--- src/rtl/spi_pkg.sv ---
// Shared encodings and helpers for the parametrised SPI master.
package spi_pkg;

  localparam logic [2:0] StIdle  = 3'd0;
  localparam logic [2:0] StLead  = 3'd1;
  localparam logic [2:0] StXfer  = 3'd2;
  localparam logic [2:0] StTrail = 3'd3;
  localparam logic [2:0] StDone  = 3'd4;

  // SPI mode as {cpol, cpha}
  localparam logic [1:0] Mode0 = 2'b00;
  localparam logic [1:0] Mode1 = 2'b01;
  localparam logic [1:0] Mode2 = 2'b10;
  localparam logic [1:0] Mode3 = 2'b11;

  function automatic int unsigned edge_cnt_w(input int unsigned data_w);
    return $clog2(2 * data_w + 1);
  endfunction

endpackage

--- src/rtl/spi_master_param_if.sv ---
// Command and SPI pin bundle; master is the controller side, slave the environment side.
interface spi_master_param_if #(
  parameter int unsigned DATA_W   = 8,
  parameter int unsigned NUM_CS   = 1,
  parameter int unsigned CS_SEL_W = (NUM_CS > 1) ? $clog2(NUM_CS) : 1
);
  logic                start;
  logic                cpol;
  logic                cpha;
  logic                lsb_first;
  logic [CS_SEL_W-1:0] cs_sel;
  logic [DATA_W-1:0]   data_in;
  logic [DATA_W-1:0]   data_out;
  logic                busy;
  logic                done;
  logic                miso;
  logic                mosi;
  logic                sck;
  logic [NUM_CS-1:0]   cs_n;

  modport master (
    input  start, cpol, cpha, lsb_first, cs_sel, data_in, miso,
    output mosi, sck, cs_n, data_out, busy, done
  );

  modport slave (
    output start, cpol, cpha, lsb_first, cs_sel, data_in, miso,
    input  mosi, sck, cs_n, data_out, busy, done
  );
endinterface

--- src/rtl/spi_sck_gen.sv ---
// SCK divider and edge counter; runs only while enabled, otherwise parks sck at idle_level_i.
module spi_sck_gen import spi_pkg::*; #(
  parameter int unsigned DATA_W  = 8,
  parameter int unsigned CLK_DIV = 2
) (
  input  logic clk,
  input  logic rst,
  input  logic en_i,
  input  logic idle_level_i,
  output logic sck_o,
  output logic lead_stb_o,
  output logic trail_stb_o,
  output logic last_edge_o
);
  localparam int unsigned EdgeW = edge_cnt_w(DATA_W);
  localparam int unsigned DivW  = (CLK_DIV > 1) ? $clog2(CLK_DIV) : 1;
  localparam logic [DivW-1:0]  DivLast  = DivW'(CLK_DIV - 1);
  localparam logic [EdgeW-1:0] EdgeLast = EdgeW'(2 * DATA_W - 1);

  logic [DivW-1:0]  div_q, div_d;
  logic [EdgeW-1:0] edge_q, edge_d;
  logic             sck_q, sck_d;
  logic             tick;

  always_comb begin
    tick        = en_i && (div_q == DivLast);
    // edge_q counts edges already driven, so an even count means the next one is leading
    lead_stb_o  = tick && !edge_q[0];
    trail_stb_o = tick && edge_q[0];
    last_edge_o = tick && (edge_q == EdgeLast);
    div_d       = '0;
    edge_d      = '0;
    sck_d       = idle_level_i;
    if (en_i) begin
      div_d  = tick ? '0 : div_q + 1'b1;
      edge_d = tick ? edge_q + 1'b1 : edge_q;
      sck_d  = tick ? ~sck_q : sck_q;
    end
  end

  always_ff @(posedge clk) begin
    if (rst) begin
      div_q  <= '0;
      edge_q <= '0;
      sck_q  <= 1'b0;
    end else begin
      div_q  <= div_d;
      edge_q <= edge_d;
      sck_q  <= sck_d;
    end
  end

  assign sck_o = sck_q;

endmodule

--- src/rtl/spi_master_param.sv ---
// Parametrised full-duplex SPI master: transfer FSM plus tx/rx shift registers.
module spi_master_param import spi_pkg::*; #(
  parameter int unsigned DATA_W   = 8,
  parameter int unsigned CLK_DIV  = 2,
  parameter int unsigned NUM_CS   = 1,
  parameter int unsigned CS_SEL_W = (NUM_CS > 1) ? $clog2(NUM_CS) : 1
) (
  input logic                 clk,
  input logic                 rst,
  spi_master_param_if.master  bus
);
  localparam int unsigned DivW = (CLK_DIV > 1) ? $clog2(CLK_DIV) : 1;
  localparam logic [DivW-1:0] PhLast = DivW'(CLK_DIV - 1);

  logic [2:0]        state_q, state_d;
  logic [DivW-1:0]   ph_q, ph_d;
  logic              cpol_q, cpol_d, cpha_q, cpha_d, lsb_q, lsb_d;
  logic [DATA_W-1:0] tx_q, tx_d, rx_q, rx_d, data_out_q, data_out_d;
  logic              mosi_q, mosi_d, busy_q, busy_d, done_q, done_d;
  logic [NUM_CS-1:0] cs_n_q, cs_n_d, cs_dec;
  logic [DATA_W-1:0] tx_shift, rx_shift;
  logic              tx_bit, tx_next_bit;
  logic              sck, lead_stb, trail_stb, last_edge;

  spi_sck_gen #(
    .DATA_W  (DATA_W),
    .CLK_DIV (CLK_DIV)
  ) u_sck_gen (
    .clk          (clk),
    .rst          (rst),
    .en_i         (state_q == StXfer),
    .idle_level_i ((state_q == StIdle) ? bus.cpol : cpol_q),
    .sck_o        (sck),
    .lead_stb_o   (lead_stb),
    .trail_stb_o  (trail_stb),
    .last_edge_o  (last_edge)
  );

  assign tx_shift    = lsb_q ? (tx_q >> 1) : (tx_q << 1);
  assign tx_bit      = lsb_q ? tx_q[0] : tx_q[DATA_W-1];
  assign tx_next_bit = lsb_q ? tx_q[1] : tx_q[DATA_W-2];
  assign rx_shift    = lsb_q ? {bus.miso, rx_q[DATA_W-1:1]} : {rx_q[DATA_W-2:0], bus.miso};

  // Out-of-range selects match no line, so every chip select stays high.
  always_comb begin
    for (int unsigned i = 0; i < NUM_CS; i++) begin
      cs_dec[i] = (32'(bus.cs_sel) != i);
    end
  end

  always_comb begin
    state_d    = state_q;
    ph_d       = ph_q;
    cpol_d     = cpol_q;
    cpha_d     = cpha_q;
    lsb_d      = lsb_q;
    tx_d       = tx_q;
    rx_d       = rx_q;
    mosi_d     = mosi_q;
    cs_n_d     = cs_n_q;
    data_out_d = data_out_q;
    busy_d     = busy_q;
    done_d     = 1'b0;
    case (state_q)
      StIdle: begin
        if (bus.start) begin
          state_d = StLead;
          cpol_d  = bus.cpol;
          cpha_d  = bus.cpha;
          lsb_d   = bus.lsb_first;
          tx_d    = bus.data_in;
          rx_d    = '0;
          cs_n_d  = cs_dec;
          busy_d  = 1'b1;
          if (!bus.cpha) mosi_d = bus.lsb_first ? bus.data_in[0] : bus.data_in[DATA_W-1];
        end
      end
      StLead: begin
        if (ph_q == PhLast) begin
          state_d = StXfer;
          ph_d    = '0;
        end else begin
          ph_d = ph_q + 1'b1;
        end
      end
      StXfer: begin
        if (lead_stb) begin
          if (cpha_q) begin
            mosi_d = tx_bit;
            tx_d   = tx_shift;
          end else begin
            rx_d = rx_shift;
          end
        end
        if (trail_stb) begin
          if (cpha_q) begin
            rx_d = rx_shift;
          end else if (!last_edge) begin
            mosi_d = tx_next_bit;
            tx_d   = tx_shift;
          end
        end
        if (last_edge) state_d = StTrail;
      end
      StTrail: begin
        if (ph_q == PhLast) begin
          state_d    = StDone;
          ph_d       = '0;
          cs_n_d     = '1;
          busy_d     = 1'b0;
          done_d     = 1'b1;
          data_out_d = rx_q;
        end else begin
          ph_d = ph_q + 1'b1;
        end
      end
      StDone:  state_d = StIdle;
      default: state_d = StIdle;
    endcase
  end

  always_ff @(posedge clk) begin
    if (rst) begin
      state_q    <= StIdle;
      ph_q       <= '0;
      cpol_q     <= 1'b0;
      cpha_q     <= 1'b0;
      lsb_q      <= 1'b0;
      tx_q       <= '0;
      rx_q       <= '0;
      mosi_q     <= 1'b0;
      cs_n_q     <= '1;
      data_out_q <= '0;
      busy_q     <= 1'b0;
      done_q     <= 1'b0;
    end else begin
      state_q    <= state_d;
      ph_q       <= ph_d;
      cpol_q     <= cpol_d;
      cpha_q     <= cpha_d;
      lsb_q      <= lsb_d;
      tx_q       <= tx_d;
      rx_q       <= rx_d;
      mosi_q     <= mosi_d;
      cs_n_q     <= cs_n_d;
      data_out_q <= data_out_d;
      busy_q     <= busy_d;
      done_q     <= done_d;
    end
  end

  assign bus.mosi     = mosi_q;
  assign bus.sck      = sck;
  assign bus.cs_n     = cs_n_q;
  assign bus.data_out = data_out_q;
  assign bus.busy     = busy_q;
  assign bus.done     = done_q;

endmodule

--- src/flat_wrapper.sv ---
// flat-port wrapper written by rule: the top's interface ports become plain ports
module spi_master_param_flat import spi_pkg::*;
#(
  parameter int unsigned DATA_W   = 8,
  parameter int unsigned CLK_DIV  = 2,
  parameter int unsigned NUM_CS   = 1,
  parameter int unsigned CS_SEL_W = (NUM_CS > 1) ? $clog2(NUM_CS) : 1
)
  (clk, rst, bus_start, bus_cpol, bus_cpha, bus_lsb_first, bus_cs_sel, bus_data_in, bus_miso, bus_mosi, bus_sck, bus_cs_n, bus_data_out, bus_busy, bus_done);
  spi_master_param_if #(.DATA_W(DATA_W), .NUM_CS(NUM_CS), .CS_SEL_W(CS_SEL_W)) bus_i ();
  input logic clk;
  input logic rst;
  input wire logic [$bits(bus_i.start)-1:0] bus_start;
  input wire logic [$bits(bus_i.cpol)-1:0] bus_cpol;
  input wire logic [$bits(bus_i.cpha)-1:0] bus_cpha;
  input wire logic [$bits(bus_i.lsb_first)-1:0] bus_lsb_first;
  input wire logic [$bits(bus_i.cs_sel)-1:0] bus_cs_sel;
  input wire logic [$bits(bus_i.data_in)-1:0] bus_data_in;
  input wire logic [$bits(bus_i.miso)-1:0] bus_miso;
  output wire logic [$bits(bus_i.mosi)-1:0] bus_mosi;
  output wire logic [$bits(bus_i.sck)-1:0] bus_sck;
  output wire logic [$bits(bus_i.cs_n)-1:0] bus_cs_n;
  output wire logic [$bits(bus_i.data_out)-1:0] bus_data_out;
  output wire logic [$bits(bus_i.busy)-1:0] bus_busy;
  output wire logic [$bits(bus_i.done)-1:0] bus_done;
  assign bus_i.start = bus_start;
  assign bus_i.cpol = bus_cpol;
  assign bus_i.cpha = bus_cpha;
  assign bus_i.lsb_first = bus_lsb_first;
  assign bus_i.cs_sel = bus_cs_sel;
  assign bus_i.data_in = bus_data_in;
  assign bus_i.miso = bus_miso;
  assign bus_mosi = bus_i.mosi;
  assign bus_sck = bus_i.sck;
  assign bus_cs_n = bus_i.cs_n;
  assign bus_data_out = bus_i.data_out;
  assign bus_busy = bus_i.busy;
  assign bus_done = bus_i.done;
  spi_master_param #(.DATA_W(DATA_W), .CLK_DIV(CLK_DIV), .NUM_CS(NUM_CS), .CS_SEL_W(CS_SEL_W)) u_core (.clk(clk), .rst(rst), .bus(bus_i));
endmodule
--- config.mk ---
export PLATFORM = sky130hd
export DESIGN_NAME = spi_master_param_flat
export DESIGN_NICKNAME = d
export VERILOG_FILES = /design/src/rtl/spi_pkg.sv /design/src/rtl/spi_master_param_if.sv /design/src/rtl/spi_sck_gen.sv /design/src/rtl/spi_master_param.sv /design/src/flat_wrapper.sv
export SDC_FILE = /design/constraint.sdc
export NUM_CORES = 1
export LEC_CHECK = 0
export CAP_MARGIN = 10
export CORE_ASPECT_RATIO = 1.5
export CORE_MARGIN = 4
export CORE_UTILIZATION = 55
export CTS_CLUSTER_SIZE = 25
export DETAILED_ROUTE_END_ITERATION = 6
export DONT_BUFFER_PORTS = 1
export PLACE_DENSITY_LB_ADDON = 0.08
export SLEW_MARGIN = 10
export SYNTH_ARGS = -nofsm -noshare
export SYNTH_HDL_FRONTEND = slang
export SYNTH_SLANG_ARGS = --single-unit
--- constraint.sdc ---
create_clock -name clk -period 5.5 [get_ports clk]
set_input_delay 1.1 -clock clk [delete_from_list [all_inputs] [get_ports clk]]
set_output_delay 1.1 -clock clk [all_outputs]
set_load 0.02 [all_outputs]
-- Word-level counts from Yosys, hierarchy flattened
Cells that the tools add are included.
- register bits after elaboration: 42
- logic and storage cells: 91
- $add $sub $neg: 3
- equal/unequal tests: 10
- multiplexer cells: 42
- bitwise gates (word level): 3
- reductions and logical operators: 18
- operators by type and width (kind ; count):
    8-bit two-way mux ; 13
    8-bit case mux with 2 select lines ; 2
    1-bit two-way mux ; 19
    3-bit two-way mux ; 4
    3-bit case mux with 4 select lines ; 1
    2-bit by 1-bit != test with 1-bit output (second input constant) ; 4
    3-bit by 2-bit == test with 1-bit output (second input constant) ; 2
    1-bit case mux with 2 select lines ; 3
    2-bit AND reduction ; 3
    3-bit AND reduction ; 2
    2-bit OR reduction ; 3
    5-bit by 1-bit adder with 5-bit output (second input constant) ; 1
    5-bit by 4-bit == test with 1-bit output (second input constant) ; 1
    1-bit logical AND ; 4
    2-bit != test (second input constant) ; 2
    4-bit AND reduction ; 1
    2-bit nonzero test ; 2
    3-bit by 1-bit == test with 1-bit output (second input constant) ; 1
    3-bit zero test ; 1
    1-bit inverter ; 3
    3-bit OR reduction ; 1
    1-bit adder (second input constant) ; 2
    1-bit zero test ; 1

-- Logic depth before layout (Yosys ltp)
- depth in word-level cells: 8
- gate-level depth with buffers: 8
- gate-level depth less buffers: 7

-- Hierarchy
A second synthesis with hierarchy kept.
- cells, all modules: 232
- area total of the unflattened synthesis: 2043.2 µm²
- by module, submodules not included (module ; instances ; cells an instance ; area an instance (µm²) ; seq. area each (µm²)):
    spi_master_param ; 1 ; 198 ; 1711.6 ; 700.7
    spi_sck_gen ; 1 ; 34 ; 331.6 ; 140.1

-- Worst setup path before layout
No wires, ideal clock.
- kind: input-to-reg
- start point: input bus_start
- end point: register u_core.mosi_q (netlist: u_core.bus.mosi)
- library setup time: 149 ps
- arrival: 2136 ps
- path slack: 3216 ps
- stages: 5
- path through: or4b_4 buf_6 a2111oi_4 a211o_1 a41oi_1
- word-level cells in the longest chain between the ends: 2
- ends and longest elaborated chain (what ; RTL line ; source):
    from (decl) ; flat_wrapper.sv:13 ; input wire logic [$bits(bus_i.start)-1:0] bus_start;
    2-bit != test (no source line) ; - ;
    3-bit AND reduction (no source line) ; - ;
    to (signal assigned) ; spi_master_param.sv:144 ; mosi_q <= mosi_d;
    to (decl) ; spi_master_param.sv:19 ; logic mosi_q, mosi_d, busy_q, busy_d, done_q, done_d;
No other way between the ends.
A chain may end at the register's enable or synchronous reset.

-- Worst setup path in the final report
- start point: register u_core.u_sck_gen.edge_q[0]
- end point: register u_core.tx_q[0]
- word-level cells in the longest chain between the ends: 7
- ends and longest elaborated chain (what ; RTL line ; source):
    from (decl) ; spi_sck_gen.sv:21 ; logic [EdgeW-1:0] edge_q, edge_d;
    from (signal assigned) ; spi_sck_gen.sv:48 ; edge_q <= edge_d;
    parallel branches: the longest is 5 deep, another holds 8-bit two-way mux ; - ;
    8-bit two-way mux * ; spi_master_param.sv:95 ; if (trail_stb) begin
    8-bit case mux with 2 select lines * ; spi_master_param.sv:64 ; case (state_q)
    to (signal assigned) ; spi_master_param.sv:142 ; tx_q <= tx_d;
    to (decl) ; spi_master_param.sv:18 ; logic [DATA_W-1:0] tx_q, tx_d, rx_q, rx_d, data_out_q, data_out_d;
Mark *: on every way between the ends.

==> flow_results.xml <==
<?xml version="1.0" encoding="UTF-8"?>
<metrics>
  <group name="clocking">
    <metric name="clockBufferDepth" unit="">2</metric>
    <metric name="cts_post_setup_buffers_inserted" unit="">0</metric>
    <metric name="cts_max_level" unit="">2</metric>
    <metric name="cts_resized" unit="">0</metric>
    <metric name="ctsHoldBuffers" unit="">0</metric>
    <metric name="cts_buffers" unit="">5</metric>
    <metric name="cts.sinks" unit="">42</metric>
    <metric name="clk_transition_reported_paths" unit="ps">70</metric>
    <metric name="worst_skew_pair.late_latency" unit="ps">290</metric>
    <metric name="cts_root_buffer" unit="">sky130_fd_sc_hd__clkbuf_8</metric>
    <metric name="tritoncts" unit="">done</metric>
  </group>
  <group name="worst_setup_path">
    <metric name="slowest_stage_cell_on_the_critical_path" unit="">sky130_fd_sc_hd__nor3b_1</metric>
    <metric name="worstSetupStartpointType" unit="">flip-flop</metric>
    <metric name="worst_r2r_start" unit="">u_core.u_sck_gen.edge_q[0]</metric>
    <metric name="cp_common_cell" unit="">sky130_fd_sc_hd__ha_1</metric>
    <metric name="worstSetupStartpoint" unit="">u_core.u_sck_gen.edge_q[0]</metric>
    <metric name="max_stage_delay" unit="ps">470</metric>
    <metric name="worst_ep_required_time" unit="ps">5640</metric>
    <metric name="critPathKind" unit="">reg2reg</metric>
    <metric name="critical_path.cell_chain" unit="">ha_1 -&gt; and3_1 -&gt; ha_1 -&gt; nor3b_1 -&gt; o21bai_1 -&gt; mux2i_1 -&gt; a31oi_1</metric>
    <metric name="critPathArrivalTime" unit="ps">2490</metric>
    <metric name="maximum_fanout_count_along_the_critical_path" unit="">8</metric>
    <metric name="setup.worst_path.end_class" unit="">flip-flop</metric>
  </group>
  <group name="power">
    <metric name="power_frac_comb" unit="">0.082</metric>
    <metric name="cellPowerDensity" unit="mW/mm^2">301</metric>
    <metric name="power.total" unit="mW">0.620</metric>
    <metric name="switching_power" unit="mW">0.143</metric>
    <metric name="p_int" unit="mW">0.478</metric>
    <metric name="p_seq_frac" unit="">0.542</metric>
    <metric name="clock_power_share" unit="">0.376</metric>
    <metric name="switching_share" unit="">0.230</metric>
    <metric name="peakVddDrop" unit="mV">0.203</metric>
    <metric name="leakagePower" unit="nW">0.758</metric>
  </group>
  <group name="hold_path">
    <metric name="hold_start" unit="">u_core.cpol_q</metric>
    <metric name="worst_hold_path_type" unit="">reg2reg</metric>
  </group>
  <group name="grt">
    <metric name="wire_length_of_the_first_global_routing_pass" unit="mm">6.85</metric>
    <metric name="grt_antenna_before_repair" unit="">0</metric>
    <metric name="grt_util_all_layers" unit="">0.188</metric>
    <metric name="grt_max_degree" unit="">30</metric>
    <metric name="globalRoute.totalOverflow" unit="">0</metric>
    <metric name="first_global_vias" unit="">1526</metric>
  </group>
  <group name="floorplanning">
    <metric name="die_height" unit="um">81.3</metric>
    <metric name="io_pins" unit="">29</metric>
    <metric name="fp.dieW" unit="um">56.9</metric>
    <metric name="effective_utilization_at_floorplan" unit="">0.577</metric>
    <metric name="area_enclosed_by_the_die_boundary" unit="sq mm">0.00463</metric>
    <metric name="fp-row-count" unit="">26</metric>
    <metric name="design.core.area" unit="sq mm">0.00342</metric>
  </group>
  <group name="synth">
    <metric name="mapped_area" unit="sq mm">0.00197</metric>
    <metric name="synth_cell_type_count" unit="">37</metric>
    <metric name="synth_seq_area_share" unit="">0.426</metric>
    <metric name="yosys_warnings" unit="">0</metric>
    <metric name="number_of_nets_produced_by_synthesis" unit="">245</metric>
    <metric name="count_of_state_elements_after_synthesis" unit="">42</metric>
    <metric name="synth_top_cells_by_area" unit="">sky130_fd_sc_hd__dfxtp_1 43%, sky130_fd_sc_hd__mux2_2 8.0%, sky130_fd_sc_hd__nand2_1 7.2%</metric>
    <metric name="post-synth-top-area-cell" unit="">sky130_fd_sc_hd__dfxtp_1</metric>
    <metric name="syn_area_per_cell" unit="sq um">8.69</metric>
    <metric name="synth_top_cell_area_share" unit="">0.426</metric>
    <metric name="syn_inst" unit="">227</metric>
  </group>
  <group name="cells_and_area">
    <metric name="num-fill-cells" unit="">316</metric>
    <metric name="antenna_cells" unit="">0</metric>
    <metric name="layout_area_growth_over_synthesis" unit="%">4.51</metric>
    <metric name="multi_input_area" unit="sq mm">0.00105</metric>
    <metric name="drive_gt1_frac" unit="">0.113</metric>
    <metric name="stdcell_count" unit="">263</metric>
    <metric name="fin_nets" unit="">238</metric>
    <metric name="most_frequent_standard_cell_in_the_layout_excluding_fill_and_tap_cells" unit="">sky130_fd_sc_hd__dfxtp_1</metric>
    <metric name="sequential_cell_area" unit="sq um">841</metric>
    <metric name="layout_common_cells" unit="">42 x sky130_fd_sc_hd__dfxtp_1, 38 x sky130_fd_sc_hd__nand2_1, 22 x sky130_fd_sc_hd__a21oi_1, 18 x sky130_fd_sc_hd__nor2_1, 14 x sky130_fd_sc_hd__mux2_2</metric>
    <metric name="finalInstanceArea" unit="sq mm">0.00206</metric>
  </group>
  <group name="timing">
    <metric name="slew_headroom" unit="">0.406</metric>
    <metric name="final_hold_viol_count" unit="">0</metric>
    <metric name="report.final.setup_viol" unit="">0</metric>
    <metric name="final_min_period_over_clock_period" unit="">0.427</metric>
    <metric name="timing.fmax" unit="MHz">426</metric>
    <metric name="rsz0062_at_grt" unit="">false</metric>
    <metric name="timing.clock.skew" unit="ps">6.58</metric>
    <metric name="totalNegativeSetupSlack" unit="ps">0</metric>
    <metric name="period_minus_slack" unit="ps">2350</metric>
    <metric name="fin_ws" unit="ps">3150</metric>
    <metric name="drv_slew" unit="">0</metric>
    <metric name="max_slew.worst_pin.slew" unit="ps">889</metric>
  </group>
  <group name="detailed_routing">
    <metric name="remaining_drc_errors" unit="">0</metric>
    <metric name="wirelength" unit="mm">4.04</metric>
    <metric name="dr.pass1.iters" unit="">5</metric>
    <metric name="num_vias" unit="">1544</metric>
    <metric name="drt.antenna.violating_nets" unit="">0</metric>
    <metric name="route.detailed.vias_per_inst" unit="">5.87</metric>
    <metric name="drtIter0Drc" unit="">37</metric>
    <metric name="routed_wire_length_per_instance" unit="um">15.3</metric>
  </group>
  <group name="placement">
    <metric name="place_congestion" unit="">0.833</metric>
    <metric name="placedInstanceArea" unit="sq mm">0.00195</metric>
    <metric name="pre_cts_slack" unit="ps">3140</metric>
    <metric name="post-dp-hpwl" unit="mm">2.95</metric>
    <metric name="dpl.cell_count" unit="">255</metric>
    <metric name="port_buffers" unit="">0</metric>
  </group>
  <group name="run_status">
    <metric name="status" unit="">complete, no violations</metric>
  </group>
  <group name="flow_run">
    <metric name="number_of_maximum_capacitance_constraint_violations" unit="">0</metric>
  </group>
</metrics>
## power by group through the flow
stage / combinational [mW] / clock [mW] / sequential, mW
final: 0.0511 / 0.233 / 0.336
after detailed placement: 0.0510 / 0 / 0.343
after CTS: 0.0513 / 0.241 / 0.336
after global routing: 0.0574 / 0.253 / 0.339
after floorplan: 0.0540 / 0 / 0.334
after global placement: 0.0488 / 0 / 0.343
## synthesized netlist by cell type
| master | instances |
|---|---|
| sky130_fd_sc_hd__a31oi_1 | 1 |
| sky130_fd_sc_hd__or4b_4 | 1 |
| sky130_fd_sc_hd__a211oi_1 | 3 |
| sky130_fd_sc_hd__a21oi_1 | 22 |
| sky130_fd_sc_hd__nor3b_1 | 2 |
| sky130_fd_sc_hd__nand2_1 | 38 |
| sky130_fd_sc_hd__o22ai_1 | 1 |
| sky130_fd_sc_hd__xor2_1 | 3 |
| sky130_fd_sc_hd__a311oi_1 | 2 |
| sky130_fd_sc_hd__clkbuf_1 | 10 |
| sky130_fd_sc_hd__nand2b_1 | 1 |
| sky130_fd_sc_hd__a41oi_1 | 1 |
| sky130_fd_sc_hd__or2_2 | 1 |
| sky130_fd_sc_hd__o21bai_1 | 1 |
| sky130_fd_sc_hd__mux2_2 | 14 |
| sky130_fd_sc_hd__mux2i_1 | 9 |
| sky130_fd_sc_hd__nand4_1 | 2 |
| sky130_fd_sc_hd__ha_1 | 2 |
| sky130_fd_sc_hd__inv_1 | 3 |
| sky130_fd_sc_hd__nor2_1 | 18 |
| sky130_fd_sc_hd__and3_1 | 2 |
| sky130_fd_sc_hd__nand4bb_1 | 1 |
| sky130_fd_sc_hd__dfxtp_1 | 42 |
| sky130_fd_sc_hd__a21bo_2 | 1 |
| sky130_fd_sc_hd__buf_2 | 2 |
| sky130_fd_sc_hd__o21ai_0 | 10 |
| sky130_fd_sc_hd__nand3_1 | 12 |
| sky130_fd_sc_hd__nor2b_1 | 7 |
| sky130_fd_sc_hd__nor3_1 | 2 |
| sky130_fd_sc_hd__a211o_1 | 2 |
| sky130_fd_sc_hd__nor2_2 | 1 |
| sky130_fd_sc_hd__buf_6 | 2 |
| sky130_fd_sc_hd__and2_1 | 1 |
| sky130_fd_sc_hd__xnor2_1 | 4 |
| sky130_fd_sc_hd__o221ai_1 | 1 |
| sky130_fd_sc_hd__a2111oi_4 | 1 |
| sky130_fd_sc_hd__a2111oi_0 | 1 |
## critical path, delay by kind of cell (launching register included)
kind                     cells  cell delay [ps]
multiplexers                 1              250
flip-flops                   1              380
adder cells (fa/ha/maj)      2              420
AO/OA/AOI/OAI                2              510
AND/OR/NAND/NOR              2              650
## cell type report
class	instances	area share
Sequential cell	42	0.408
Clock buffer	7	0.0370
Multi-Input combinational cell	168	0.509
Clock inverter	1	0.0146
Tap cell	42	0.0255
Inverter	3	0.00546
## registers in the layout, indices dropped and copies added (netlist names), 3 cells and up
signal / count
u_core.u_sck_gen.edge_q: 5
u_core.state_q: 3
u_core.tx_q: 8
u_core.rx_q: 8
u_core.bus.data_out: 8
## per-stage QoR
step / hold WS [ps] / utilization
floorplan: 437 / -
global placement: 452 / 0.572
detailed placement: 450 / 0.572
CTS: 460 / 0.603
global route: 491 / 0.603
finish: 456 / 0.603
## worst paths after layout
| path | cells after the start | endpoint | slack [ps] |
|---|---|---|---|
| worst min-delay path | 2 | u_core.cpol_q | 460 |
| worst max register to register | 7 | u_core.tx_q[0] | 3150 |
| worst max-delay path | 7 | u_core.tx_q[0] | 3150 |
| worst min register to register | 2 | u_core.cpol_q | 460 |
## kinds of logic after synthesis
| group | count (synthesis) | synth area share |
|---|---|---|
| AO/OA/AOI/OAI | 47 | 0.153 |
| XOR/XNOR | 7 | 0.0311 |
| adder cells (fa/ha/maj) | 2 | 0.0127 |
| buffers and inverters | 17 | 0.0412 |
| flip-flops | 42 | 0.426 |
| multiplexers | 23 | 0.126 |
| AND/OR/NAND/NOR | 89 | 0.210 |
## metal layers
layer / global-route usage / up-vias / share of wire
met2: 0.341 / 51 / 0.54
li1: - / 776 / -
met3: 0.0541 / 7 / 0.063
met4: 0.0882 / 0 / 0.016
met5: 0 / - / 0
met1: 0.198 / 710 / 0.38
Power figures use the tool's default switching activity.
==> RTL change 1 (same flow settings) <==
Reset style: asynchronous (`rst`), changed in 2 clocked blocks.
--- a/src/rtl/spi_sck_gen.sv
+++ b/src/rtl/spi_sck_gen.sv
@@ -38,7 +38,7 @@
     end
   end
 
-  always_ff @(posedge clk) begin
+  always_ff @(posedge clk or posedge rst) begin
     if (rst) begin
       div_q  <= '0;
       edge_q <= '0;
--- a/src/rtl/spi_master_param.sv
+++ b/src/rtl/spi_master_param.sv
@@ -119,7 +119,7 @@
     endcase
   end
 
-  always_ff @(posedge clk) begin
+  always_ff @(posedge clk or posedge rst) begin
     if (rst) begin
       state_q    <= StIdle;
       ph_q       <= '0;
Behaviour: differs if rst is asserted again (counterexample within 4 cycles, from zero or initial values and one cycle with rst high); with rst held inactive, the same outputs for 10 cycles.
==> RTL change 1 against the unedited design <==
Clock skew barely moved. Sequential cell count did not move. Core utilization is 0.24 points lower. Area after synthesis up 0.76%. Routed wire length decreased by 7.2%. Critical path depth stayed put. Setup slack improved by 0.058 ns. Design area rose by 0.55%.
Power is not compared: it rests on default switching activity, and its combinational part moved more than twofold at a synthesized area within 25%.
==> RTL change 1: results (changes against the unedited design) <==
* DR WL met2 at 1920 um (-11%)
* Dpl cell area at 0.00199 mm2 (+1.7%)
* Post-synthesis adder-cell area fraction at 0.0126 (-0.0000959)
* Worst Setup EP: u_core.tx_q[7]
* Wl on met1 at 1590 um (+2.7%)
* Vias in the first global route at 1,444 (-5.4%)
* Gpl congestion at 0.791 (-5.0%)
* Slew headroom at 0.461 (+0.0553)
* Gr usage total at 0.181 (-0.00728)
* Mux share of post-synthesis cell area at 0.102 (-0.0236)
* Sequential share of the synthesized area at 0.530 (+0.103)
* R2R Path Start: u_core.u_sck_gen.edge_q[0]
* Met3 wire length at 153 um (-40%)
* Critical path arrival at 2.47 ns (-0.02 ns)
* Post-Synth XOR/XNOR Area at 0.0309 (-0.000235)
* Worst Hold Path EP: u_core.cpol_q
* Synth cell types at 34 (-8.1%)
* Status: finished clean
* Hold path start: u_core.cpol_q
* Met2 Resource Use GR at 0.315 (-0.0263)
* Global-route wire length before repair at 6530 um (-4.7%)
* Fillers at 303 (-4.1%)
* Final wirelength at 3750 um (-7.2%)
* Placed Cells at 226 (-11%)
* 1st-pass router iterations at 4 (-1)
* Met3 GRT Util at 0.0487 (-0.00531)
* Syn_area_per_cell at 10.2 um2 (+18%)
* 1st-iter DRT viols at 35 (-5.4%)
* Largest net degree at the start of global routing at 43 (+43%)
* Top cells by count, synth: dfrtp_1 (41), nand2_1 (41), nor2_1 (20)
* GRT met1 Usage at 0.210 (+0.0122)
* # nets final at 210 (-12%)
* Via density at 5.77 (-1.6%)
* Critical path fanouts, max at 9 (+1)
* Layout cells sized above 1 at 0.0829 (-0.0302)
* Place WS at 3.09 ns (-0.0491 ns)
* Slowest CP cell: dfrtp_1
* Fin Clk Skew at 0.00644 ns (-0.000134 ns)
* Synth area leaders: dfrtp_1 (52%), mux2i_1 (9.1%), nand2_1 (7.7%)
* Maximum clock rate at 436 MHz (+2.5%)
* DP HPWL at 2690 um (-8.8%)
* Clk root buf: clkbuf_8
* Post-synth ARST share at 1.00 (+1.00)
* R2r setup slk at 3.21 ns (+0.06 ns)
==> RTL change 1: cell types whose count changed after synthesis, moves of 3 or more <==
cell      before  now
dfxtp_1       42    0
dfrtp_1        0   41
a21oi_1       22    1
mux2_2        14    2
mux2i_1        9   18
a221o_1        0    8
nor2b_1        7    2
clkbuf_1      10    6
nand2_1       38   41
==> RTL change 1: final cells by class <==
cell class | instances | area (um2) | area share
Inverter | 4 | 15.0 | 0.00725
Tap cell | 42 | 52.6 | 0.0254
Clock buffer | 8 | 80.1 | 0.0386
Sequential cell | 42 | 1050 | 0.508
Timing Repair Buffer | 2 | 12.5 | 0.00604
Multi-Input combinational cell | 137 | 860 | 0.415
==> RTL change 1: power by group <==
| part | internal (mW) | total [mW] | switching, mW | leakage, nW |
|---|---|---|---|---|
| clock network | 0.0902 | 0.188 | 0.0979 | 0.0395 |
| registers | 0.422 | 0.614 | 0.191 | 0.545 |
| logic | 0.165 | 0.322 | 0.157 | 0.401 |
| total | 0.677 | 1.12 | 0.447 | 0.985 |
==> RTL change 2 (config.mk and constraints unchanged) <==
Made on the original files. `CLK_DIV` is set to 2 in 3 places; all go to 4.
--- a/src/rtl/spi_sck_gen.sv
+++ b/src/rtl/spi_sck_gen.sv
@@ -1,7 +1,7 @@
 // SCK divider and edge counter; runs only while enabled, otherwise parks sck at idle_level_i.
 module spi_sck_gen import spi_pkg::*; #(
   parameter int unsigned DATA_W  = 8,
-  parameter int unsigned CLK_DIV = 2
+  parameter int unsigned CLK_DIV = 4
 ) (
   input  logic clk,
   input  logic rst,
--- a/src/rtl/spi_master_param.sv
+++ b/src/rtl/spi_master_param.sv
@@ -1,7 +1,7 @@
 // Parametrised full-duplex SPI master: transfer FSM plus tx/rx shift registers.
 module spi_master_param import spi_pkg::*; #(
   parameter int unsigned DATA_W   = 8,
-  parameter int unsigned CLK_DIV  = 2,
+  parameter int unsigned CLK_DIV  = 4,
   parameter int unsigned NUM_CS   = 1,
   parameter int unsigned CS_SEL_W = (NUM_CS > 1) ? $clog2(NUM_CS) : 1
 ) (
--- a/src/flat_wrapper.sv
+++ b/src/flat_wrapper.sv
@@ -2,7 +2,7 @@
 module spi_master_param_flat import spi_pkg::*;
 #(
   parameter int unsigned DATA_W   = 8,
-  parameter int unsigned CLK_DIV  = 2,
+  parameter int unsigned CLK_DIV  = 4,
   parameter int unsigned NUM_CS   = 1,
   parameter int unsigned CS_SEL_W = (NUM_CS > 1) ? $clog2(NUM_CS) : 1
 )
Behaviour: not the same (Yosys sat finds a counterexample within 10 cycles, from zero or initial values and one cycle with rst high).
==> RTL change 2 against the unedited design <==
Design area rose by 2.2%. Clock skew decreased by 0.0030 ns. Clock power down 13%. Routed wire length down 2.1%. Synthesized cell count grew 0.88%. Setup slack got worse by 0.067 ns. Area after synthesis is 3.2% higher. Sequential cell count rose by 2. Worst hold slack got worse by 0.013 ns. Power is 6.3% lower.
==> RTL change 2: results (changes against the unedited design) <==
* Critical path arrival at 2.61 ns (+0.12 ns)
* Number of post-CTS setup repair buffers at 0 (unchanged)
* R2R Path Start: u_core.u_sck_gen.edge_q[0]
* DP HPWL at 2790 um (-5.6%)
* Layout cells sized above 1 at 0.100 (-0.0131)
* Synth cell types at 40 (+8.1%)
* Hold path start: u_core.u_sck_gen.div_q[0]
* Wl on met1 at 1660 um (+7.4%)
* Sequential share of the synthesized area at 0.433 (+0.00657)
* Synth Net Count at 249 (+1.6%)
* Clk root buf: clkbuf_8
* Critical path fanouts, max at 16 (+8)
* Gr usage total at 0.182 (-0.00652)
* Clock Path Buffers at 2 (unchanged)
* Min-Delay Path Class: flip-flop to flip-flop
* Max IR drop VDD at 153 uV (-25%)
* Worst Hold Path EP: u_core.u_sck_gen.div_q[0]
* R2r setup slk at 3.08 ns (-0.07 ns)
* Final wirelength at 3950 um (-2.1%)
* 1st-pass router iterations at 4 (-1)
* Gpl congestion at 0.781 (-6.2%)
* Post-CTS resize count at 0 (unchanged)
* Port Buffer Count at 0 (unchanged)
* Vias in the first global route at 1,447 (-5.2%)
* Met3 wire length at 181 um (-29%)
* Fin Clk Skew at 0.00362 ns (-0.00296 ns)
* Initial antenna violation count at 0 (unchanged)
* 1st-iter DRT viols at 30 (-19%)
* Status: finished clean
* Hold path depth at 1 (-1)
* DR WL met2 at 2050 um (-5.4%)
* Post-synth ARST share at 0 (unchanged)
* H-tree depth at 2 (unchanged)
* Worst reg2reg path depth at 7 (unchanged)
* CP top delay family: compound AO/OA/AOI/OAI gates
* # nets final at 239 (+0.42%)
* Synth area leaders: dfxtp_1 (43%), nand2_1 (7.0%), mux2i_1 (6.4%)
* Reg2reg end: u_core.tx_q[7]
* Largest net degree at the start of global routing at 39 (+30%)
* Reg clk slew, reported paths at 0.08 ns
* Global-route wire length before repair at 6800 um (-0.80%)
* # diodes at 0 (unchanged)
* Slowest CP cell: a21boi_4
* Vias at 1,529 (-0.97%)
* Max incr delay on CP at 0.41 ns (-0.06 ns)
* Worst-Margin Slew at 0.870 ns (-0.0188 ns)
* Leakage Power at 0.710 nW (-6.3%)
* Top cells by count, synth: dfxtp_1 (44), nand2_1 (38), a21oi_1 (22)
## RTL change 2: worst max-delay path by stage
| stage | start | end | slack, ns |
|---|---|---|---|
| 3_5_place_dp | bus_start | u_core.tx_q[7] | 2.85 |
| 5_1_grt | u_core.u_sck_gen.edge_q[0] | u_core.tx_q[7] | 2.89 |
| 3_3_place_gp | bus_start | u_core.bus.mosi | 2.92 |
| 6_report | u_core.u_sck_gen.edge_q[0] | u_core.tx_q[7] | 3.08 |
| 4_1_cts | u_core.u_sck_gen.edge_q[0] | u_core.tx_q[7] | 3.07 |
| 2_1_floorplan | bus_start | u_core.tx_q[0] | 3.32 |
## RTL change 2: layer usage
metal | vias to the layer above | global-route usage
met1 | 716 | 0.209
met3 | 6 | 0.0529
li1 | 783 | -
met2 | 24 | 0.318
met4 | 0 | 0.0626
met5 | - | 0
## RTL change 2: cell type report
cell class,count,area [um2]
inverter,1,3.75
multi-input combinational,167,1080
clock buffer,8,90.1
sequential,44,881
tap,42,52.6
fill,321,1370
## RTL change 2: report_power, final
group	switching (mW)	internal, mW
clock network	0.0994	0.102
logic	0.0174	0.0192
registers	0.0147	0.328
total	0.132	0.450
## RTL change 2: through the flow
| step | instances | cell area, um2 | setup slack, ns | utilization | hold slack, ns |
|---|---|---|---|---|---|
| 6_report | 262 | 2110 | 3.08 | 0.605 | 0.443 |
| 5_1_grt | 262 | 2110 | 2.89 | 0.605 | 0.469 |
| 4_1_cts | 262 | 2100 | 3.07 | 0.603 | 0.451 |
| 3_5_place_dp | 254 | 2010 | 2.85 | 0.577 | 0.439 |
| 3_3_place_gp | 254 | 2010 | 2.92 | 0.577 | 0.418 |
| 2_1_floorplan | 229 | 2030 | 3.32 | - | 0.408 |
## RTL change 2: cells by family (layout without fill, tap and decap cells)
family	after synthesis	count (layout)	share of synthesized area
compound gates	42	42	0.147
xor+xnor	6	6	0.0258
fa+ha+maj	4	4	0.0246
buf+inv	18	9	0.0406
flops	44	44	0.433
mux	21	21	0.108
simple gates	94	94	0.221
